**config.mk**
```make
export PLATFORM = sky130hd
export DESIGN_NAME = weight_fifo_bank
export DESIGN_NICKNAME = d
export VERILOG_FILES = /design/src/rtl/weight_fifo_bank.sv
export SDC_FILE = /design/constraint.sdc
export NUM_CORES = 2
export LEC_CHECK = 0
export CAP_MARGIN = 20
export CORE_ASPECT_RATIO = 2
export CORE_UTILIZATION = 30
export DETAILED_ROUTE_END_ITERATION = 10
export GPL_TIMING_DRIVEN = 0
export PLACE_DENSITY = 0.55
export SYNTH_ARGS = -nofsm -noshare
export SYNTH_HDL_FRONTEND = slang
export SYNTH_SLANG_ARGS = --single-unit
```
**constraint.sdc**
```tcl
create_clock -name clk -period 3.42 [get_ports clk]
set_input_delay 0.684 -clock clk [delete_from_list [all_inputs] [get_ports clk]]
set_output_delay 0.684 -clock clk [all_outputs]
set_load 0.05 [all_outputs]
```
**src/rtl/weight_fifo_bank.sv**
```systemverilog
`default_nettype none
// weight_fifo_bank: per-lane circular weight buffers drained into the PE array
// with a one-cycle-per-lane diagonal skew and zero-filled idle slots. Rev 1.0
module weight_fifo_bank #(
  parameter int LANES  = 16,
  parameter int DEPTH  = 16,
  parameter int DATA_W = 8
) (
  input  logic                         clk,
  input  logic                         rstn,
  input  logic [LANES-1:0]             push_en_i,
  input  logic [LANES-1:0][DATA_W-1:0] push_data_i,
  input  logic                         pop_start_i,
  output logic [LANES-1:0][DATA_W-1:0] out_data_o,
  output logic [LANES-1:0]             out_valid_o,
  output logic [LANES-1:0]             full_o,
  output logic [LANES-1:0]             empty_o,
  output logic                         busy_o,
  output logic                         done_o,
  output logic [LANES-1:0]             overflow_o,
  output logic [LANES-1:0]             underflow_o
);

  localparam int CNT_W = $clog2(DEPTH) + 1;
  localparam int PTR_W = $clog2(DEPTH);
  localparam int DC_W  = $clog2(DEPTH + LANES);
  localparam logic [DC_W-1:0] DC_LAST = DC_W'(DEPTH + LANES - 2);

  localparam logic [0:0] ST_IDLE  = 1'b0;
  localparam logic [0:0] ST_DRAIN = 1'b1;

  logic [0:0]      state_q, state_d;
  logic [DC_W-1:0] drain_cnt_q, drain_cnt_d;
  logic            done_q, done_d;

  always_ff @(posedge clk) begin
    if (!rstn) begin
      state_q     <= ST_IDLE;
      drain_cnt_q <= '0;
      done_q      <= 1'b0;
    end else begin
      state_q     <= state_d;
      drain_cnt_q <= drain_cnt_d;
      done_q      <= done_d;
    end
  end

  always_comb begin
    state_d     = state_q;
    drain_cnt_d = drain_cnt_q;
    case (state_q)
      ST_IDLE: begin
        if (pop_start_i) begin
          state_d     = ST_DRAIN;
          drain_cnt_d = '0;
        end
      end
      default: begin
        if (drain_cnt_q == DC_LAST) begin
          state_d     = ST_IDLE;
          drain_cnt_d = '0;
        end else begin
          drain_cnt_d = drain_cnt_q + DC_W'(1);
        end
      end
    endcase
  end

  // done is registered so it lands with the last lane's final output word
  always_comb begin
    busy_o = (state_q == ST_DRAIN);
    done_d = (state_q == ST_DRAIN) && (drain_cnt_q == DC_LAST);
  end

  assign done_o = done_q;

  for (genvar gi = 0; gi < LANES; gi++) begin : g_lane
    logic [DATA_W-1:0] mem_q [DEPTH];
    logic [PTR_W-1:0]  wr_ptr_q, wr_ptr_d;
    logic [PTR_W-1:0]  rd_ptr_q, rd_ptr_d;
    logic [CNT_W-1:0]  count_q, count_d;
    logic [DATA_W-1:0] out_data_q, out_data_d;
    logic              out_valid_q, out_valid_d;
    logic              ovf_q, ovf_d;
    logic              udf_q, udf_d;
    logic [DC_W-1:0]   rel;
    logic              sched, full, empty, push_ok, pop_ok;

    assign full  = (count_q == CNT_W'(DEPTH));
    assign empty = (count_q == '0);
    // Unsigned wrap makes cycles before this lane's window compare as >= DEPTH
    assign rel   = drain_cnt_q - DC_W'(gi);
    assign sched = busy_o && (rel < DC_W'(DEPTH));
    assign pop_ok  = sched && !empty;
    // A full lane being popped this cycle frees the slot the push lands in
    assign push_ok = push_en_i[gi] && (!full || pop_ok);

    always_comb begin
      wr_ptr_d    = wr_ptr_q;
      rd_ptr_d    = rd_ptr_q;
      count_d     = count_q;
      out_data_d  = '0;
      out_valid_d = pop_ok;
      ovf_d       = ovf_q | (push_en_i[gi] && full && !pop_ok);
      udf_d       = udf_q | (sched && empty);
      if (push_ok) begin
        wr_ptr_d = (wr_ptr_q == PTR_W'(DEPTH - 1)) ? '0 : wr_ptr_q + PTR_W'(1);
      end
      if (pop_ok) begin
        rd_ptr_d   = (rd_ptr_q == PTR_W'(DEPTH - 1)) ? '0 : rd_ptr_q + PTR_W'(1);
        out_data_d = mem_q[rd_ptr_q];
      end
      case ({push_ok, pop_ok})
        2'b10:   count_d = count_q + CNT_W'(1);
        2'b01:   count_d = count_q - CNT_W'(1);
        default: count_d = count_q;
      endcase
    end

    always_ff @(posedge clk) begin
      if (push_ok) begin
        mem_q[wr_ptr_q] <= push_data_i[gi];
      end
    end

    always_ff @(posedge clk) begin
      if (!rstn) begin
        wr_ptr_q    <= '0;
        rd_ptr_q    <= '0;
        count_q     <= '0;
        out_data_q  <= '0;
        out_valid_q <= 1'b0;
        ovf_q       <= 1'b0;
        udf_q       <= 1'b0;
      end else begin
        wr_ptr_q    <= wr_ptr_d;
        rd_ptr_q    <= rd_ptr_d;
        count_q     <= count_d;
        out_data_q  <= out_data_d;
        out_valid_q <= out_valid_d;
        ovf_q       <= ovf_d;
        udf_q       <= udf_d;
      end
    end

    assign out_data_o[gi]  = out_data_q;
    assign out_valid_o[gi] = out_valid_q;
    assign full_o[gi]      = full;
    assign empty_o[gi]     = empty;
    assign overflow_o[gi]  = ovf_q;
    assign underflow_o[gi] = udf_q;
  end

endmodule
`default_nettype wire

```
### Word-level counts from Yosys, hierarchy flattened

Memory sizes are Yosys's and may differ from the RTL's. A register that Yosys moved wholly into a read port is not among the register bits.
Index checks and enable logic that the tools add are counted.

| word-level totals | value |
|---|---|
| input port bits | 147 |
| RAM bits | 2,048 |
| register bits after elaboration | 263 |
| memories kept | 16 |

| cells by class | value |
|---|---|
| reductions and logical operators | 226 |
| order comparisons | 16 |
| eq/ne operators | 81 |
| multiplexer cells | 86 |
| $add $sub $neg | 80 |
| bitwise gates (word level) | 32 |

Memories:

| memory | depth | bits a word | read ports | clocked after Yosys merged registers in | wr ports | RTL line | source |
|---|---|---|---|---|---|---|---|
| g_lane[0].mem_q | 16 | 8 | 1 | 1 | 1 | 78 | `logic [DATA_W-1:0] mem_q [DEPTH];` |
| g_lane[10].mem_q | 16 | 8 | 1 | 1 | 1 | 78 |  |
| g_lane[11].mem_q | 16 | 8 | 1 | 1 | 1 | 78 |  |
| g_lane[12].mem_q | 16 | 8 | 1 | 1 | 1 | 78 |  |
| g_lane[13].mem_q | 16 | 8 | 1 | 1 | 1 | 78 |  |
| g_lane[14].mem_q | 16 | 8 | 1 | 1 | 1 | 78 |  |
| +10 memories | -- | -- | -- | -- | -- | -- |  |

Operators with widths:

| cell | count |
|---|---|
| 5-bit case mux with 2 select lines | 16 |
| 4-bit by 1-bit adder with 4-bit output (second input constant) | 32 |
| 4-bit equality test (second input constant) | 32 |
| 4-bit two-way mux | 32 |
| 1-bit logical AND | 97 |
| 5-bit by 1-bit adder with 5-bit output (second input constant) | 17 |
| 5-bit equality test (second input constant) | 17 |
| 5-bit by 1-bit subtractor with 5-bit output (second input constant) | 17 |
| 5-bit zero test | 16 |
| 5-bit < comparator (second input constant) | 16 |
| 1-bit zero test | 64 |
| 5-bit by 4-bit subtractor with 5-bit output (second input constant) | 8 |
| 1-bit two-way mux | 35 |
| 2-bit nonzero test | 17 |
| 2-bit by 1-bit equality test with 1-bit output (second input constant) | 16 |
| 2-bit equality test (second input constant) | 16 |
| 1-bit bitwise OR | 32 |
| 2-bit AND reduction | 16 |
| 5-bit by 3-bit subtractor with 5-bit output (second input constant) | 4 |
| 1-bit logical OR | 16 |
| 5-bit two-way mux | 3 |
| 5-bit by 2-bit subtractor with 5-bit output (second input constant) | 2 |

### Depth between registers and ports, before layout

| logic depth | value |
|---|---|
| depth after elaboration | 8 |
| gate-level depth with buffers | 15 |
| depth with buffers taken out | 14 |

### Least setup slack after synthesis

No wires, ideal clock.

| path | value |
|---|---|
| path kind | register to register |
| start point | reg state_q, in the netlist busy_o |
| end point | reg g_lane[4].count_q[4] |
| slack | 0.287 ns |
| clock period less this slack | 3.133 ns |
| setup time | 0.115 ns |
| required time | 3.305 ns |
| arrival time | 3.019 ns |
| stages on the path, launching flop included | 13 |
| buffers on the path | 2 |
| cell sequence | dfxtp_1 buf_2 buf_1 and3_1 nand2b_1 nor2_1 ha_1 a21o_1 a21oi_1 nor2_1 a221oi_1 a21oi_1 o21a_1 |

| between the ends | value |
|---|---|
| cells in the longest elaborated chain, start to end | 6 |
| elaborated cells between the ends (all ways) | 8 |
| those cells by class | eq/ne: 2; mux: 1; reduce/logical: 5 |

RTL lines:

| element | RTL line | source |
|---|---|---|
| start, declared | 32 | `logic [0:0] state_q, state_d;` |
| start signal, assigned | 42 | `state_q <= state_d;` |
| 1-bit logical AND (*) | 93 | `assign sched = busy_o && (rel < DC_W'(DEPTH));` |
| 1-bit logical AND (*) | 94 | `assign pop_ok = sched && !empty;` |
| 1-bit logical OR | 96 | `assign push_ok = push_en_i[gi] && (!full \|\| pop_ok);` |
| 1-bit logical AND | 96 |  |
| 2-bit by 1-bit equality test with 1-bit output / 2-bit equality test (equally long branches) | 113 | `case ({push_ok, pop_ok})` |
| 5-bit case mux with 2 select lines / 2-bit nonzero test (equally long branches) | -- |  |
| end signal, assigned | 138 | `count_q <= count_d;` |
| end, declared | 81 | `logic [CNT_W-1:0] count_q, count_d;` |

Every way passes the cells marked *; elsewhere a longest branch is shown, timed or not.
A chain may end at the register's enable or synchronous reset.

### Final worst setup path

| path | value |
|---|---|
| start point | reg drain_cnt_q[1] |
| end point | reg g_lane[13].count_q[4] |

| between the ends | value |
|---|---|
| cells in the longest elaborated chain, start to end | 8 |
| elaborated cells between the ends (all ways) | 10 |
| those cells by class | add/sub: 1; order compare: 1; eq/ne: 2; mux: 1; reduce/logical: 5 |

RTL lines:

| element | RTL line | source |
|---|---|---|
| start, declared | 33 | `logic [DC_W-1:0] drain_cnt_q, drain_cnt_d;` |
| start signal, assigned | 43 | `drain_cnt_q <= drain_cnt_d;` |
| 5-bit by 4-bit subtractor with 5-bit output (*) | 92 | `assign rel = drain_cnt_q - DC_W'(gi);` |
| 5-bit < comparator (*) | 93 |  |
| 1-bit logical AND (*) | 93 |  |
| 1-bit logical AND (*) | 94 |  |
| 1-bit logical OR | 96 |  |
| 1-bit logical AND | 96 |  |
| 2-bit by 1-bit equality test with 1-bit output / 2-bit equality test (equally long branches) | 113 |  |
| 5-bit case mux with 2 select lines / 2-bit nonzero test (equally long branches) | -- |  |
| end signal, assigned | 138 |  |
| end, declared | 81 |  |

Marks and branches as above.

==> results by group <==
Run status
  – Status: finished, final reports clean

Worst setup path
  – Crit-path max cell delay: 390 ps
  – CP max stage cell: dfxtp_1
  – CP Cell Sequence: buf_4 > inv_1 > ha_1 > nand3b_1 > xnor2_4 > nor3_4 > nand2b_1 > inv_1 > ha_1 > nor2b_1 > o21a_1 > or2_2 > nor4_1 > o21ai_0 > a21oi_1
  – WS Path Type: register to register
  – Crit path max fanout: 9
  – CP startpoint kind: register
  – Arr. time, crit path: 4110 ps
  – Critical Path Sink Type: register
  – Worst EP required: 4170 ps

Synth
  – Post-synth EDFFs: 2048
  – Number of synthesis warnings: 0
  – Synth Net Count: 5654
  – Distinct cells, synth: 89
  – Syn Area/Cell: 18.01 µm²
  – Yosys reg bits: 2439
  – Seq/Total Area, Yosys: 0.7155
  – FFs w/ async S/R, synth: 0
  – Synth Flop Type: edfxtp_1
  – Mapped Area: 0.09689 mm²
  – Synth Instances: 5379

Drt
  – Routed vias: 50620
  – DR top layer: met5
  – Avg WL per Cell: 25.32 µm
  – Iteration-0 DRC Markers: 3020
  – DR vias/cell: 4.814
  – Antenna violation net count after detailed routing: 0
  – Drt drc: 0
  – Met1 WL: 91.85 mm
  – Met2 wire len: 152.0 mm
  – TritonRoute pass-1 iters: 6
  – Metal3 WL: 12.25 mm
  – Routed wire length: 266.2 mm

Placement
  – Dpl hpwl: 198.6 mm
  – RD Place Congestion: 0.8138
  – I/O Buffers: 347
  – Placed Area: 0.1066 mm²
  – DP Cell Count: 10080

Job
  – Max-cap violations: 0

Hold path
  – Hold WC Path Type: input port to register

Power and ir drop
  – Logic pwr share: 0.052
  – VDD IR-drop max: 0.0004744 V
  – Lkg Pwr: 36.46 nW
  – PwrDens: 537.6 mW/mm²
  – Clock Power Share: 0.418
  – P_int: 48.06 mW
  – Sw Share: 0.2229
  – Design Power: 61.85 mW
  – P_sw: 13.79 mW
  – Sequential power share: 0.530

Timing
  – Worst slew pin tran: 1128 ps
  – Worst Skew: 83.68 ps
  – Tmin final: 3358 ps
  – Unrepaired setup endpoints after global routing: true
  – Final Hold Viols: 0
  – Period utilization: 0.9819
  – FMAX: 297.8 MHz
  – Setup Viol. Count Final: 0
  – Slew Viols, Final: 0
  – Worst slew margin: 0.2482

Die
  – Die Width: 403.9 µm
  – Die area: 0.3254 mm²
  – Core ar.: 0.3208 mm²
  – Row Count: 294
  – I/O pin count: 357
  – Die Y: 805.7 µm
  – Starting Density: 0.3021

Global routing
  – Total GRT Usage: 0.1617
  – GR Overflow Total: 0
  – Largest net degree at the start of global routing: 19
  – Initial antenna violation count: 38
  – Vias in the first global route: 54200
  – First-pass GRT wire length: 381.7 mm

Clock network
  – Root buffer cell: clkbuf_16
  – Worst skew pair latency: 910 ps
  – Hold-fix buffer count after cts: 0
  – CTS tree: done
  – CTS sink cnt: 2439
  – Clock slew at reported path FFs: 80 ps
  – Clk buf depth: 4
  – Max H-tree Level: 4
  – CTS Buf Count: 226

Layout
  – Layout cells sized above 1: 0.2349
  – # nets final: 6305
  – Final core utilization: 0.3586
  – Final cell count without fillers: 10520
  – Final Cell Area: 0.1150 mm²
  – Area Overhead vs Synth: 18.73%
[routing by layer]
metal | vias up | track usage
met2 | 1242 | 0.3224
li1 | 22550 | -
met4 | 36 | 0.05906
met5 | - | 0
met3 | 427 | 0.02628
met1 | 26370 | 0.1652
[metrics by stage]
step / setup TNS [ps] / hold WS, ps / setup WS (ps)
final: 0 / 227.5 / 61.93
after floorplan: 0 / 425.9 / 286.9
after global routing: -3986 / 189.2 / -200.6
after global placement: -822660 / 439.2 / -1914
after detailed placement: -234430 / 442.8 / -1091
after CTS: -1359 / 96.55 / -60.97
[timing repair]
action / in CTS / in global routing
buffers inserted: 11 / 6
pin swaps: 7 / 9
endpoints found under the setup margin: 949 / 514
gates resized for setup: 234 / 88
[registers in the layout, indices dropped and copies added (netlist names), 5 cells and up]
| signal | flops |
|---|---|
| g_lane.ovf_q | 16 |
| g_lane.out_data_q | 128 |
| g_lane.out_valid_q | 16 |
| g_lane.rd_ptr_q | 64 |
| g_lane.udf_q | 16 |
| g_lane.count_q | 80 |
| drain_cnt_q | 5 |
| g_lane.wr_ptr_q | 64 |
| g_lane.mem_q | 2048 |
[Yosys cell counts, drive strengths merged, types with 84 or more instances]
master / instances / area, µm²
ha: 121 / 1514
inv: 94 / 352.8
clkbuf: 181 / 679.4
a211oi: 84 / 630.6
buf: 194 / 1157
and3: 94 / 588.1
nor2: 419 / 1580
nor3: 106 / 561.8
nand2: 208 / 780.8
a21oi: 135 / 686.9
mux2i: 87 / 874.6
edfxtp: 2048 / 61500
dfxtp: 391 / 7828
mux4: 606 / 13650
[final timing paths]
kind                   startpoint               endpoint  slack [ps]  cells past startpoint
setup reg to reg   drain_cnt_q[1]  g_lane[13].count_q[4]          60                     15
setup / recovery   drain_cnt_q[1]  g_lane[13].count_q[4]          60                     15
hold / removal       push_en_i[2]        g_lane[2].ovf_q         230                      3
hold reg to reg   g_lane[9].ovf_q        g_lane[9].ovf_q         450                      2
[worst max-delay path, delay by kind of cell (launching register included)]
family / cells / cell delay (ps)
AND/OR/NAND/NOR: 6 / 1060
adder cells (fa/ha/maj): 2 / 540
AO/OA/AOI/OAI: 3 / 490
flip-flops: 1 / 390
buffers and inverters: 3 / 390
XOR/XNOR: 1 / 380
[power by group through the flow]
stage | clock network (mW) | logic (mW) | registers, mW
after floorplan | 0 | 1.61 | 33.4
after global placement | 0 | 3.02 | 33.4
after detailed placement | 0 | 3.20 | 33.4
after CTS | 26.6 | 3.29 | 32.7
after global routing | 27.5 | 3.51 | 32.8
final | 25.9 | 3.25 | 32.8
[cells in the final DEF (no fill, tap or decap), drive strengths merged, types with 84 or more instances in the layout]
cell type / instances
mux2i: 87
a21oi: 135
ha: 121
edfxtp: 2048
inv: 107
mux4: 606
nor2: 419
a211oi: 84
nand2: 208
clkdlybuf4s50: 315
dfxtp: 391
and3: 94
nor3: 106
clkbuf: 476
buf: 277
[kinds of logic after synthesis]
group | count (synthesis) | share of synthesized area
AO/OA/AOI/OAI | 473 | 0.03361
buffers and inverters | 470 | 0.02264
XOR/XNOR | 87 | 0.007942
AND/OR/NAND/NOR | 1089 | 0.05335
adder cells (fa/ha/maj) | 128 | 0.01707
multiplexers | 693 | 0.1499
flip-flops | 2439 | 0.7155
[layout make-up]
type | instances | area, µm²
plain buffers | 374 | 1878
inverters | 95 | 360.3
clock buffers | 291 | 6145
flip-flops and latches | 2439 | 69330
diodes | 8 | 20.02
well taps | 4292 | 5370
fillers | 30260 | 205700
repair buffers | 424 | 4274
multi-input cells | 2470 | 26370
clock inverters | 122 | 1291
No activity file was read; power rests on OpenSTA's default activity.
==> patch, RTL diff (same flow settings) <==
Change the parameter `DATA_W` from 8 to 6.
--- a/src/rtl/weight_fifo_bank.sv
+++ b/src/rtl/weight_fifo_bank.sv
@@ -4,7 +4,7 @@
 module weight_fifo_bank #(
   parameter int LANES  = 16,
   parameter int DEPTH  = 16,
-  parameter int DATA_W = 8
+  parameter int DATA_W = 6
 ) (
   input  logic                         clk,
   input  logic                         rstn,
Interface: changed (resized out_data_o and push_data_i); port bits go from 357 to 293. No check against the original RTL was run, so the function may have changed too.
==> patch against the unedited design <==
- power shrank 20%
- critical endpoint is now g_lane[15].mem_q[2][2]
- setup slack gained 0.036 ns
- critical path depth shrank 7
- largest power group unchanged
- final area shrank 21%
- sequential cell count shrank 544
- count of clock-buffer cells in the layout shrank 54
- area after synthesis shrank 21%
- routed wire length shrank 20%
==> patch: results (changes against the unedited design) <==
antenna violations before repair - 53 (+39%)
largest net degree at the start of global routing - 17 (-2)
FF+latch count, synth - 1,895 (-22%)
Yosys cell types - 98 (+10%)
Synth area leaders - edfxtp_1 (60%), mux4_2 (14%), dfxtp_1 (9.3%)
Reg-to-Reg Start - drain_cnt_q[2]
flip-flop and latch area - 53,300 um^2 (-23%)
layout cells sized above 1 - 21.7% (-1.8 points)
Post-Place Cells - 8,141 (-19%)
DR vias - 41.7k (-18%)
inverters - 88 (-7.4%)
cells after synthesis - 4,545 (-16%)
Skew-Pair Late Insertion Delay - 0.88 ns (-0.03 ns)
Min Hold Slack - 0.317 ns (+0.0894 ns)
post-detail-place hpwl - 160,000 um (-20%)
drt wl/cell - 25.2 um (-0.43%)
syn_nets - 4,788 (-15%)
crit-path max FO - 10 (+1)
Pre-antenna DRT Iters - 5 (-1)
clock skew - 0.0603 ns (-0.0234 ns)
#MultiIn Comb - 2,224 (-10%)
status - completed
worst path buffer plus inverter count - 2 (-1)
IR drop worst, VDD - 0.433 mV (-8.8%)
vias in the first global route - 43.6k (-20%)
TritonCTS Buffers - 181 (-20%)
fraction of the mapped netlist area in adder cells - 2.15% (+0.44 points)
slowest cell on the critical path - nor3_1
Pleak - 29.5 nW (-19%)
mux share of post-synthesis cell area - 14.6% (-0.34 points)
## patch: repair_timing
action / 4_1_cts / 5_1_grt
setup buffers: 1 / 4
gates resized for setup: 124 / 67
cloned: 0 / 0
setup endpoints to repair: 159 / 123
hold buffers: 0 / 0
pin swaps: 1 / 6
## patch: worst register-to-register path: cells and delay by family, from the launching register on
| family | cells | cell delay, ns |
|---|---|---|
| xor gates and xnor gates | 1 | 0.25 |
| AOI/OAI and AO/OA | 1 | 0.45 |
| buffers and inverters | 2 | 0.54 |
| and+or+nand+nor | 4 | 1.25 |
| DFF | 1 | 0.43 |
## patch: per-layer routing
layer	vias up	GRT usage (%)	share of wire [%]
met2	1030	33.0	58
li1	18600	-	-
met3	388	2.55	4.9
met4	36	6.27	4.1
met1	21500	16.3	33
met5	-	0	0.12
## patch: power groups by stage
| stage | clock [mW] | sequential (mW) | combinational [mW] |
|---|---|---|---|
| floorplan | 0 | 25.9 | 1.54 |
| global placement | 0 | 25.9 | 2.75 |
| detailed placement | 0 | 25.9 | 2.84 |
| CTS | 21.7 | 25.4 | 2.88 |
| global route | 22.4 | 25.4 | 3.08 |
| finish | 21.2 | 25.4 | 2.87 |
## patch: how the worst max path moves through the flow
| stage | to | startpoint | slack [ns] | depth (start not counted) |
|---|---|---|---|---|
| after floorplan | g_lane[15].count_q[4] | busy_o | 0.21 | 11 |
| after global placement | g_lane[11].out_valid_q | rstn | -1.87 | 5 |
| after detailed placement | g_lane[12].out_data_q[5] | rstn | -0.51 | 5 |
| after CTS | empty_o[11] | g_lane[11].count_q[1] | -0.12 | 5 |
| after global routing | g_lane[7].mem_q[11][1] | drain_cnt_q[0] | -0.02 | 6 |
| final | g_lane[15].mem_q[2][2] | drain_cnt_q[2] | 0.1 | 8 |
